## src/rtl/alu_pkg.sv

```systemverilog
//------------------------------------------------------------------------------
// Module   : alu_pkg
// Brief    : Opcode map and arbiter FSM state encoding shared by the ALU arbiter.
// Revision : 1.0
//------------------------------------------------------------------------------
`default_nettype none

package alu_pkg;

  localparam logic [2:0] OP_ADD = 3'b000;
  localparam logic [2:0] OP_SUB = 3'b001;
  localparam logic [2:0] OP_MUL = 3'b010;
  localparam logic [2:0] OP_DIV = 3'b011;
  localparam logic [2:0] OP_AND = 3'b100;
  localparam logic [2:0] OP_OR  = 3'b101;
  localparam logic [2:0] OP_XOR = 3'b110;
  localparam logic [2:0] OP_ROL = 3'b111;

  localparam int CNT_W = 3;

  typedef enum logic [1:0] {
    ST_IDLE = 2'd0,
    ST_EXEC = 2'd1,
    ST_DONE = 2'd2
  } state_e;

endpackage

`default_nettype wire

```

## src/rtl/alu_top.sv

```systemverilog
//------------------------------------------------------------------------------
// Module   : alu_top
// Brief    : Combinational 4-bit ALU producing a zero-extended 8-bit result.
// Revision : 1.0
//------------------------------------------------------------------------------
`default_nettype none

module alu_top
  import alu_pkg::*;
(
  input  logic [3:0] a_i,
  input  logic [3:0] b_i,
  input  logic [2:0] op_i,
  output logic [7:0] result_o,
  output logic       dz_o
);

  logic [3:0] w_sub;
  logic [3:0] w_rol;

  assign w_sub = a_i - b_i;

  // Rotate A left by B[1:0]
  always_comb begin
    w_rol = a_i;
    case (b_i[1:0])
      2'd1:    w_rol = {a_i[2:0], a_i[3]};
      2'd2:    w_rol = {a_i[1:0], a_i[3:2]};
      2'd3:    w_rol = {a_i[0], a_i[3:1]};
      default: w_rol = a_i;
    endcase
  end

  always_comb begin
    result_o = 8'h00;
    dz_o     = 1'b0;
    case (op_i)
      OP_ADD: result_o = {4'h0, a_i} + {4'h0, b_i};
      OP_SUB: result_o = {4'h0, w_sub};
      OP_MUL: result_o = {4'h0, a_i} * {4'h0, b_i};
      OP_DIV: begin
        if (b_i == 4'h0) begin
          result_o = 8'hFF;
          dz_o     = 1'b1;
        end else begin
          result_o = {4'h0, a_i / b_i};
        end
      end
      OP_AND:  result_o = {4'h0, a_i & b_i};
      OP_OR:   result_o = {4'h0, a_i | b_i};
      OP_XOR:  result_o = {4'h0, a_i ^ b_i};
      OP_ROL:  result_o = {4'h0, w_rol};
      default: result_o = 8'h00;
    endcase
  end

endmodule

`default_nettype wire

```

## src/rtl/alu_arbiter.sv

```systemverilog
//------------------------------------------------------------------------------
// Module   : alu_arbiter
// Brief    : Round-robin arbiter sharing one ALU between two requesters.
// Revision : 1.0
//------------------------------------------------------------------------------
`default_nettype none

module alu_arbiter
  import alu_pkg::*;
#(
  parameter int MULDIV_LAT = 2
) (
  input  logic       clk,
  input  logic       rst,
  input  logic       req0_valid,
  output logic       req0_ready,
  input  logic [3:0] req0_a,
  input  logic [3:0] req0_b,
  input  logic [2:0] req0_op,
  input  logic       req1_valid,
  output logic       req1_ready,
  input  logic [3:0] req1_a,
  input  logic [3:0] req1_b,
  input  logic [2:0] req1_op,
  output logic       rsp_valid,
  input  logic       rsp_ready,
  output logic [7:0] rsp_result,
  output logic       rsp_id,
  output logic       rsp_dz
);

  localparam logic [CNT_W-1:0] c_md_load = CNT_W'(MULDIV_LAT - 1);

  state_e           state_q, state_d;
  logic [CNT_W-1:0] cnt_q, cnt_d;
  logic [3:0]       a_q, a_d, b_q, b_d;
  logic [2:0]       op_q, op_d;
  logic             id_q, id_d;
  logic             last_q, last_d;
  logic [7:0]       result_q, result_d;
  logic             rsp_id_q, rsp_id_d;
  logic             dz_q, dz_d;

  logic             w_grant_vld;
  logic             w_grant_id;
  logic             w_idle;
  logic             w_hs;
  logic [2:0]       w_sel_op;
  logic [7:0]       w_alu_result;
  logic             w_alu_dz;

  // Contention goes to whoever was not served last; a lone requester always wins
  always_comb begin
    w_grant_vld = req0_valid | req1_valid;
    if (req0_valid && req1_valid) begin
      w_grant_id = ~last_q;
    end else begin
      w_grant_id = req1_valid;
    end
  end

  assign w_idle     = (state_q == ST_IDLE) && !rst;
  assign w_hs       = w_idle && w_grant_vld;
  assign req0_ready = w_hs && !w_grant_id;
  assign req1_ready = w_hs && w_grant_id;
  assign w_sel_op   = w_grant_id ? req1_op : req0_op;

  alu_top u_alu (
    .a_i      (a_q),
    .b_i      (b_q),
    .op_i     (op_q),
    .result_o (w_alu_result),
    .dz_o     (w_alu_dz)
  );

  always_comb begin
    state_d  = state_q;
    cnt_d    = cnt_q;
    a_d      = a_q;
    b_d      = b_q;
    op_d     = op_q;
    id_d     = id_q;
    last_d   = last_q;
    result_d = result_q;
    rsp_id_d = rsp_id_q;
    dz_d     = dz_q;
    case (state_q)
      ST_IDLE: begin
        if (w_hs) begin
          a_d     = w_grant_id ? req1_a : req0_a;
          b_d     = w_grant_id ? req1_b : req0_b;
          op_d    = w_sel_op;
          id_d    = w_grant_id;
          last_d  = w_grant_id;
          cnt_d   = ((w_sel_op == OP_MUL) || (w_sel_op == OP_DIV)) ? c_md_load : '0;
          state_d = ST_EXEC;
        end
      end
      ST_EXEC: begin
        if (cnt_q != '0) begin
          cnt_d = cnt_q - 1'b1;
        end else begin
          result_d = w_alu_result;
          rsp_id_d = id_q;
          dz_d     = w_alu_dz;
          state_d  = ST_DONE;
        end
      end
      ST_DONE: begin
        if (rsp_ready) begin
          state_d = ST_IDLE;
        end
      end
      default: state_d = ST_IDLE;
    endcase
  end

  always_ff @(posedge clk) begin
    if (rst) begin
      state_q  <= ST_IDLE;
      cnt_q    <= '0;
      a_q      <= 4'h0;
      b_q      <= 4'h0;
      op_q     <= OP_ADD;
      id_q     <= 1'b0;
      last_q   <= 1'b1;
      result_q <= 8'h00;
      rsp_id_q <= 1'b0;
      dz_q     <= 1'b0;
    end else begin
      state_q  <= state_d;
      cnt_q    <= cnt_d;
      a_q      <= a_d;
      b_q      <= b_d;
      op_q     <= op_d;
      id_q     <= id_d;
      last_q   <= last_d;
      result_q <= result_d;
      rsp_id_q <= rsp_id_d;
      dz_q     <= dz_d;
    end
  end

  assign rsp_valid  = (state_q == ST_DONE);
  assign rsp_result = result_q;
  assign rsp_id     = rsp_id_q;
  assign rsp_dz     = dz_q;

endmodule

`default_nettype wire

```

## config.mk

```make
export PLATFORM = sky130hd
export DESIGN_NAME = alu_arbiter
export DESIGN_NICKNAME = d
export VERILOG_FILES = /design/src/rtl/alu_pkg.sv /design/src/rtl/alu_top.sv /design/src/rtl/alu_arbiter.sv
export SDC_FILE = /design/constraint.sdc
export NUM_CORES = 1
export LEC_CHECK = 0
export CAP_MARGIN = 20
export CORE_MARGIN = 2
export CORE_UTILIZATION = 47
export DETAILED_ROUTE_END_ITERATION = 10
export PLACE_DENSITY = 0.83
export SLEW_MARGIN = 30
export SYNTH_ARGS = -nofsm -noshare
export SYNTH_HDL_FRONTEND = slang
export SYNTH_SLANG_ARGS = --single-unit
```

## constraint.sdc

```tcl
create_clock -name clk -period 4.2 [get_ports clk]
set_input_delay 0.63 -clock clk [delete_from_list [all_inputs] [get_ports clk]]
set_output_delay 0.63 -clock clk [all_outputs]
set_load 0.02 [all_outputs]
```

==> results_dict.tcl, run 1 <==
set metrics [dict create \
    status "complete, no violations" \
    drc 0 \
    clock_path_buffers 2 \
    synthFlopType "dfxtp_1" \
    wl_per_cell_um 15.5 \
    die_area_um2 6560 \
    slew_headroom_pct 55.4 \
    ant_nets 0 \
    timing.rr.start "b_q[0]$_SDFFE_PP0P_" \
    worstSetupEndpoint "rsp_result[0]$_SDFFE_PP0P_" \
    max_cap_viol_count 0 \
    grt_first_pass_wirelength_um 11500 \
    drt_first_pass_iters 4 \
    ys_ff_latch 28 \
    synth_top_cells_by_area "dfxtp_1 (20%), ha_1 (17%), mux2i_1 (5.0%)" \
    num_antenna_cells 0 \
    pre_cts_ws_ns -0.0458 \
    clock.fmax_mhz 241 \
    cts_tree "yes" \
    rows 28 \
    reg2reg_setup_slack_ns 0.05 \
    nets 448 \
    viasPerCell 5.74 \
    syn_to_final_growth_pct 22.9 \
    cts_hold_buf 0 \
    layout_commonest_cell "clkdlybuf4s50_1" \
    grt_antenna_before_repair 0 \
    cts_max_level 1 \
    period_share_pct 98.8 \
    die_h_um 81.0 \
    reg2reg_to "rsp_result[0]$_SDFFE_PP0P_" \
    tightest_slew_ns 0.667 \
    cp_data_arrival_time_ns 4.31 \
    insertion_delay_ns 0.28 \
    min_path_type "register to register" \
    mostFrequentLayoutCells "clkdlybuf4s50_1 (39), ha_1 (36), nor2_1 (32)" \
    synth_top_area_share_pct 20.1 \
    clkTransAtPathRegs_ns 0.10 \
    io_pins 40 \
    drv_slew 0 \
    grt_pass1_vias 2566 \
    setup_ws_ns 0.0506 \
    start_util_pct 47.9 \
    grt_overflow 0 \
    yosysTopAreaCell "dfxtp_1" \
    dp_hpwl_um 5160 \
    seq_area_frac_synth_pct 20.1 \
    cts-root-buf "clkbuf_8" \
    p_leak_uw 0.00144 \
    fin_cells 451 \
    setup_viol 0 \
    design_area_um2 3430 \
    num_vias 2587 \
    port-buffer-count 39 \
    synth_cell_types 54 \
    grt_max_degree 27 \
    core_area_um2 5820 \
    first_iter_violations 158 \
    synth_edf_count 0 \
    start_kind "register" \
    dp.cells 438 \
    critical_path.max_stage_delay_ns 0.46 \
    whs_ns 0.460 \
    totalWireLength_um 6970 \
    cts_sinks 28 \
    die_w_um 81.0 \
    skew_ns 0.00647 \
    placed_area_um2 3250 \
    synthArstFlopShare_pct 0 \
    ys_warn_count 0 \
    cp-end-kind "register" \
    crit_fanout 5 \
    cts_inserted_buffers 3 \
    r2r_cells 18 \
    slowest_stage "or4b_4" \
    syn_inst 331 \
    synth.avg_cell_area_um2 8.42 \
    path_cells "inv_1, ha_2, or4b_4, a22oi_2, ha_1, o21a_1, o211ai_1, buf_4, buf_4, o31ai_2, ha_1, o21ai_1, a21oi_2, buf_4, mux2_1, ha_1, o2111ai_1, nand3_1" \
    ir_worst_vdd_mv 0.221 \
    min_period_ns 4.15 \
    critPathKind "register to register" \
    critPathLaunch "b_q[0]$_SDFFE_PP0P_" \
    gp_congestion 0.899 \
    hp-start "rsp_dz$_SDFFE_PP0P_" \
    grt_usage_pct 21.9 \
    syn-num-nets 402 \
    p_per_area_nw_per_um2 320 \
    hold_violations 0 \
    syn_area_um2 2790 \
    crit_required_ns 4.37 \
    p_total_uw 1100 \
    layout-drive-gt1-share_pct 10.9 \
]
==> logic make-up after synthesis <==
family / after synthesis / synth area share (%)
AND/OR/NAND/NOR: 97 / 18.3
AO/OA/AOI/OAI: 85 / 20.5
buffers and inverters: 46 / 7.14
adder cells (fa/ha/maj): 44 / 21.4
flip-flops: 28 / 20.1
multiplexers: 21 / 9.47
XOR/XNOR: 10 / 3.14
==> routing by layer <==
| metal | share of wire [%] | vias to the layer above | routed length, µm | global-route usage [%] |
|---|---|---|---|---|
| met4 | 3.7 | 0 | 256 | 9.49 |
| met5 | 0 | - | 0 | 0 |
| li1 | - | 1269 | - | - |
| met3 | 5.7 | 28 | 394 | 3.33 |
| met2 | 48 | 91 | 3370 | 37.4 |
| met1 | 42 | 1199 | 2950 | 27.4 |
==> through the flow <==
stage,util [%],TNS (ns)
3_5_place_dp,55.9,-0.0458
4_1_cts,57.3,0
3_3_place_gp,55.9,0
2_1_floorplan,-,0
5_1_grt,58.9,-0.134
6_report,58.9,0
==> cell type report <==
class | instances | area [µm²]
Clock buffer | 3 | 41.3
Clock inverter | 1 | 30.0
Fill cell | 514 | 2390
Inverter | 31 | 116
Multi-Input combinational cell | 257 | 2060
Sequential cell | 28 | 563
Tap cell | 75 | 93.8
Timing Repair Buffer | 56 | 518
==> cell usage after synthesis, types with 2 or more instances <==
| master | n |
|---|---|
| buf_6 | 2 |
| o21a_1 | 5 |
| inv_1 | 31 |
| a31oi_1 | 4 |
| and2_1 | 2 |
| nor2_1 | 33 |
| xor2_1 | 3 |
| ha_1 | 38 |
| nor2b_1 | 5 |
| nor3b_2 | 2 |
| clkbuf_1 | 5 |
| o31ai_1 | 2 |
| mux4_1 | 3 |
| mux2_2 | 3 |
| xnor2_1 | 7 |
| o21ai_0 | 16 |
| nand2b_1 | 5 |
| nor3b_1 | 3 |
| nand2_1 | 24 |
| nor3_1 | 8 |
| o211ai_1 | 4 |
| a22oi_1 | 2 |
| a22o_1 | 4 |
| mux2i_1 | 14 |
| nand3_1 | 8 |
| a21o_1 | 4 |
| a211oi_1 | 12 |
| o21ai_1 | 4 |
| fa_1 | 6 |
| buf_2 | 6 |
| a21oi_1 | 16 |
| dfxtp_1 | 28 |
==> worst min path at each step <==
stage,end,slack (ns),cells past startpoint
final,rsp_dz$_SDFFE_PP0P_,0.46,2
after global routing,rsp_dz$_SDFFE_PP0P_,0.48,2
after floorplan,last_q$_SDFFE_PP1P_,0.43,2
after CTS,rsp_dz$_SDFFE_PP0P_,0.46,2
after global placement,last_q$_SDFFE_PP1P_,0.44,2
after detailed placement,last_q$_SDFFE_PP1P_,0.45,2
==> state kept, by name, summed over array words and instances, names as in the netlist <==
register	count
state_q	2
rsp_result	8
last_q	1
rsp_id	1
op_q	3
a_q	4
cnt_q	3
id_q	1
b_q	4
rsp_dz	1
==> report_power, final <==
| group | internal [µW] | total [µW] | switching, µW |
|---|---|---|---|
| Clock | 128 | 215 | 87.4 |
| Sequential | 287 | 323 | 36.5 |
| Combinational | 272 | 557 | 285 |
| Total | 686 | 1100 | 409 |
==> repair_timing <==
action | 4_1_cts | 5_1_grt
setup endpoints to repair | 1 | 1
pin swaps | 1 | 8
setup buffers | 1 | 8
hold endpoints to repair | 0 | 0
gates resized for setup | 1 | 11
==> worst max-delay path: cells and delay by family (launching register included) <==
kind,cells,cell delay [ns]
DFF,1,0.33
and+or+nand+nor,2,0.55
muxes,1,0.31
buffers and inverters,4,0.51
adders and majority gates,4,1.03
AOI/OAI and AO/OA,7,1.30
No activity file was read; power rests on OpenSTA's default activity.
==> run 2: changes to the inputs <==
Settings changed: CTS_BUF_LIST set to sky130_fd_sc_hd__clkbuf_4 sky130_fd_sc_hd__clkbuf_8.
==> results of run 2 <==
No change in the layout: final DEF, timing and power equal those of run 1.
==> RTL change: new RTL, config.mk and constraints of run 1 <==
The package constant `CNT_W` goes from 3 to 4.
--- a/src/rtl/alu_pkg.sv
+++ b/src/rtl/alu_pkg.sv
@@ -16,7 +16,7 @@
   localparam logic [2:0] OP_XOR = 3'b110;
   localparam logic [2:0] OP_ROL = 3'b111;
 
-  localparam int CNT_W = 3;
+  localparam int CNT_W = 4;
 
   typedef enum logic [1:0] {
     ST_IDLE = 2'd0,
Behaviour: no difference found for any inputs over 10 cycles, from zero or initial values and one cycle with rst high; that may be too few to reach the edited logic, so the function may still have changed.
==> RTL change against run 1 <==
Sequential cell count is 1 higher. Cell count is 2.4% lower. Critical path depth stayed put. Synthesized area is 0.72% higher. First-iteration DRC count is 4.4% higher. Total power is 31% higher. Count of clock-buffer cells in the layout is 2 higher. Worst setup slack better by 310 ps. Routed wire length is 5.9% lower. Cell area is 2.6% lower. Clock skew is 5.2 ps lower. Critical path type unchanged. Largest power group unchanged.
==> RTL change: results (changes against run 1) <==
Parameter                              Value

Status
  Result of the run ... finished clean

Yosys
  Number of distinct library cells after synthesis ... 56 (+3.7%)
  Total nets after synthesis ... 401 (-0.25%)
  Post-synthesis sequential area ratio ... 0.207 (+0.00570)
  Number of standard cells after synthesis ... 330 (-0.30%)
  Commonest cells in the netlist ... 38 x ha_1, 32 x nor2_1, 29 x dfxtp_1, 28 x inv_1, 21 x a21oi_1

GRT
  Vias in the first global route ... 2456 (-4.3%)
  Largest net degree at the start of global routing ... 28 (+3.7%)
  GRT Overall Usage ... 0.215 (-0.00431)
  Global-route wire length before repair ... 11100 um (-4.0%)

Place
  Post-detail-place hpwl ... 5210 um (+1.1%)
  Post-placement cell count ... 433 (-1.1%)
  Placer congestion estimate ... 0.953 (+6.0%)

Layout
  Layout filler cell count ... 543 (+5.6%)
  Fin nets ... 437 (-2.5%)
  Share of final-layout standard cells stronger than drive strength 1 ... 0.0877 (-0.0214)

Power
  VDD IR-drop max ... 0.000226 V (+2.5%)
  Reported leakage power ... 0.00138 uW (-4.2%)

Clocking
  Clock transition at the registers of the reported paths ... 60 ps (-40 ps)
  Maximum level of the CTS H-tree ... 2 (+1)

STA
  Final clock skew ... 1.26 ps (-5.22 ps)

Setup path
  Critical Path Slowest Stage Cell ... mux2_2
  Biggest fanout along the worst timing path ... 6 (+1)

Drt
  Average via count per standard cell ... 5.66 (-1.4%)
  Avg WL per Cell ... 14.9 um (-3.5%)
  Initial DRC count ... 165 (+4.4%)

Worst hold path
  Start point of the worst hold path ... rsp_id
## RTL change: cell types whose count changed after synthesis, moves of 4 or more
| cell | run 1 | this run |
|---|---|---|
| nor3_1 | 8 | 12 |
| a21oi_1 | 16 | 21 |
| o21ai_1 | 4 | 0 |
| a22o_1 | 4 | 0 |
| mux4_2 | 0 | 4 |
| nand2_1 | 24 | 19 |
## RTL change: cell type report
cell class | instances | share of cell area
clock buffer | 5 | 0.0206
clock inverter | 1 | 0.00150
inverter | 28 | 0.0315
multi-input combinational | 256 | 0.612
sequential | 29 | 0.174
tap | 75 | 0.0281
timing repair buffer | 46 | 0.133
## RTL change: worst max-delay path by stage
stage | endpoint | slack [ps]
6_report | rsp_result[0] | 360
5_1_grt | rsp_result[0] | 5
4_1_cts | rsp_result[0] | 110
3_5_place_dp | rsp_result[0] | 150
3_3_place_gp | rsp_result[0] | 470
2_1_floorplan | rsp_result[0] | 350
## RTL change: kinds of logic (layout without fill, tap and decap cells)
group	count (synthesis)	after routing	synth area share
and+or+nand+nor	99	99	0.180
AOI/OAI and AO/OA	79	79	0.191
buffers and inverters	45	80	0.0731
adders and majority gates	44	44	0.212
DFF	29	29	0.207
muxes	24	24	0.105
xor gates and xnor gates	10	10	0.0312
## RTL change: what timing repair did
item / CTS / global route
resized for setup: 0 / 4
endpoints found under the setup margin: 0 / 1
setup buffers: 0 / 1
## RTL change: power groups by stage
stage | combinational, uW | clock, uW | sequential (uW)
global route | 936 | 226 | 409
global placement | 762 | 0 | 400
CTS | 804 | 211 | 397
finish | 825 | 206 | 402
detailed placement | 797 | 0 | 402
floorplan | 621 | 0 | 378
## RTL change: per-layer routing
| metal | vias to the layer above | wire length (um) | track usage |
|---|---|---|---|
| met5 | - | 0 | 0 |
| met4 | 0 | 136 | 0.0644 |
| met3 | 16 | 242 | 0.0367 |
| met2 | 67 | 3190 | 0.384 |
| met1 | 1154 | 2990 | 0.262 |
| li1 | 1252 | - | - |
## RTL change: per-stage QoR
step | utilization | setup slack, ps | cell area (um^2) | hold slack [ps]
after floorplan | - | 347 | 2810 | 432
after global placement | 0.554 | 467 | 3240 | 447
after detailed placement | 0.554 | 149 | 3240 | 451
after CTS | 0.567 | 108 | 3320 | 458
after global routing | 0.571 | 4.87 | 3340 | 496
final | 0.571 | 363 | 3340 | 456
## RTL change: critical path, delay by kind of cell (launching register included)
| kind | cells | cell delay (ps) |
|---|---|---|
| simple gates | 2 | 150 |
| flops | 1 | 320 |
| compound gates | 10 | 1580 |
| buf+inv | 1 | 110 |
| fa+ha+maj | 4 | 1140 |
| mux | 1 | 400 |
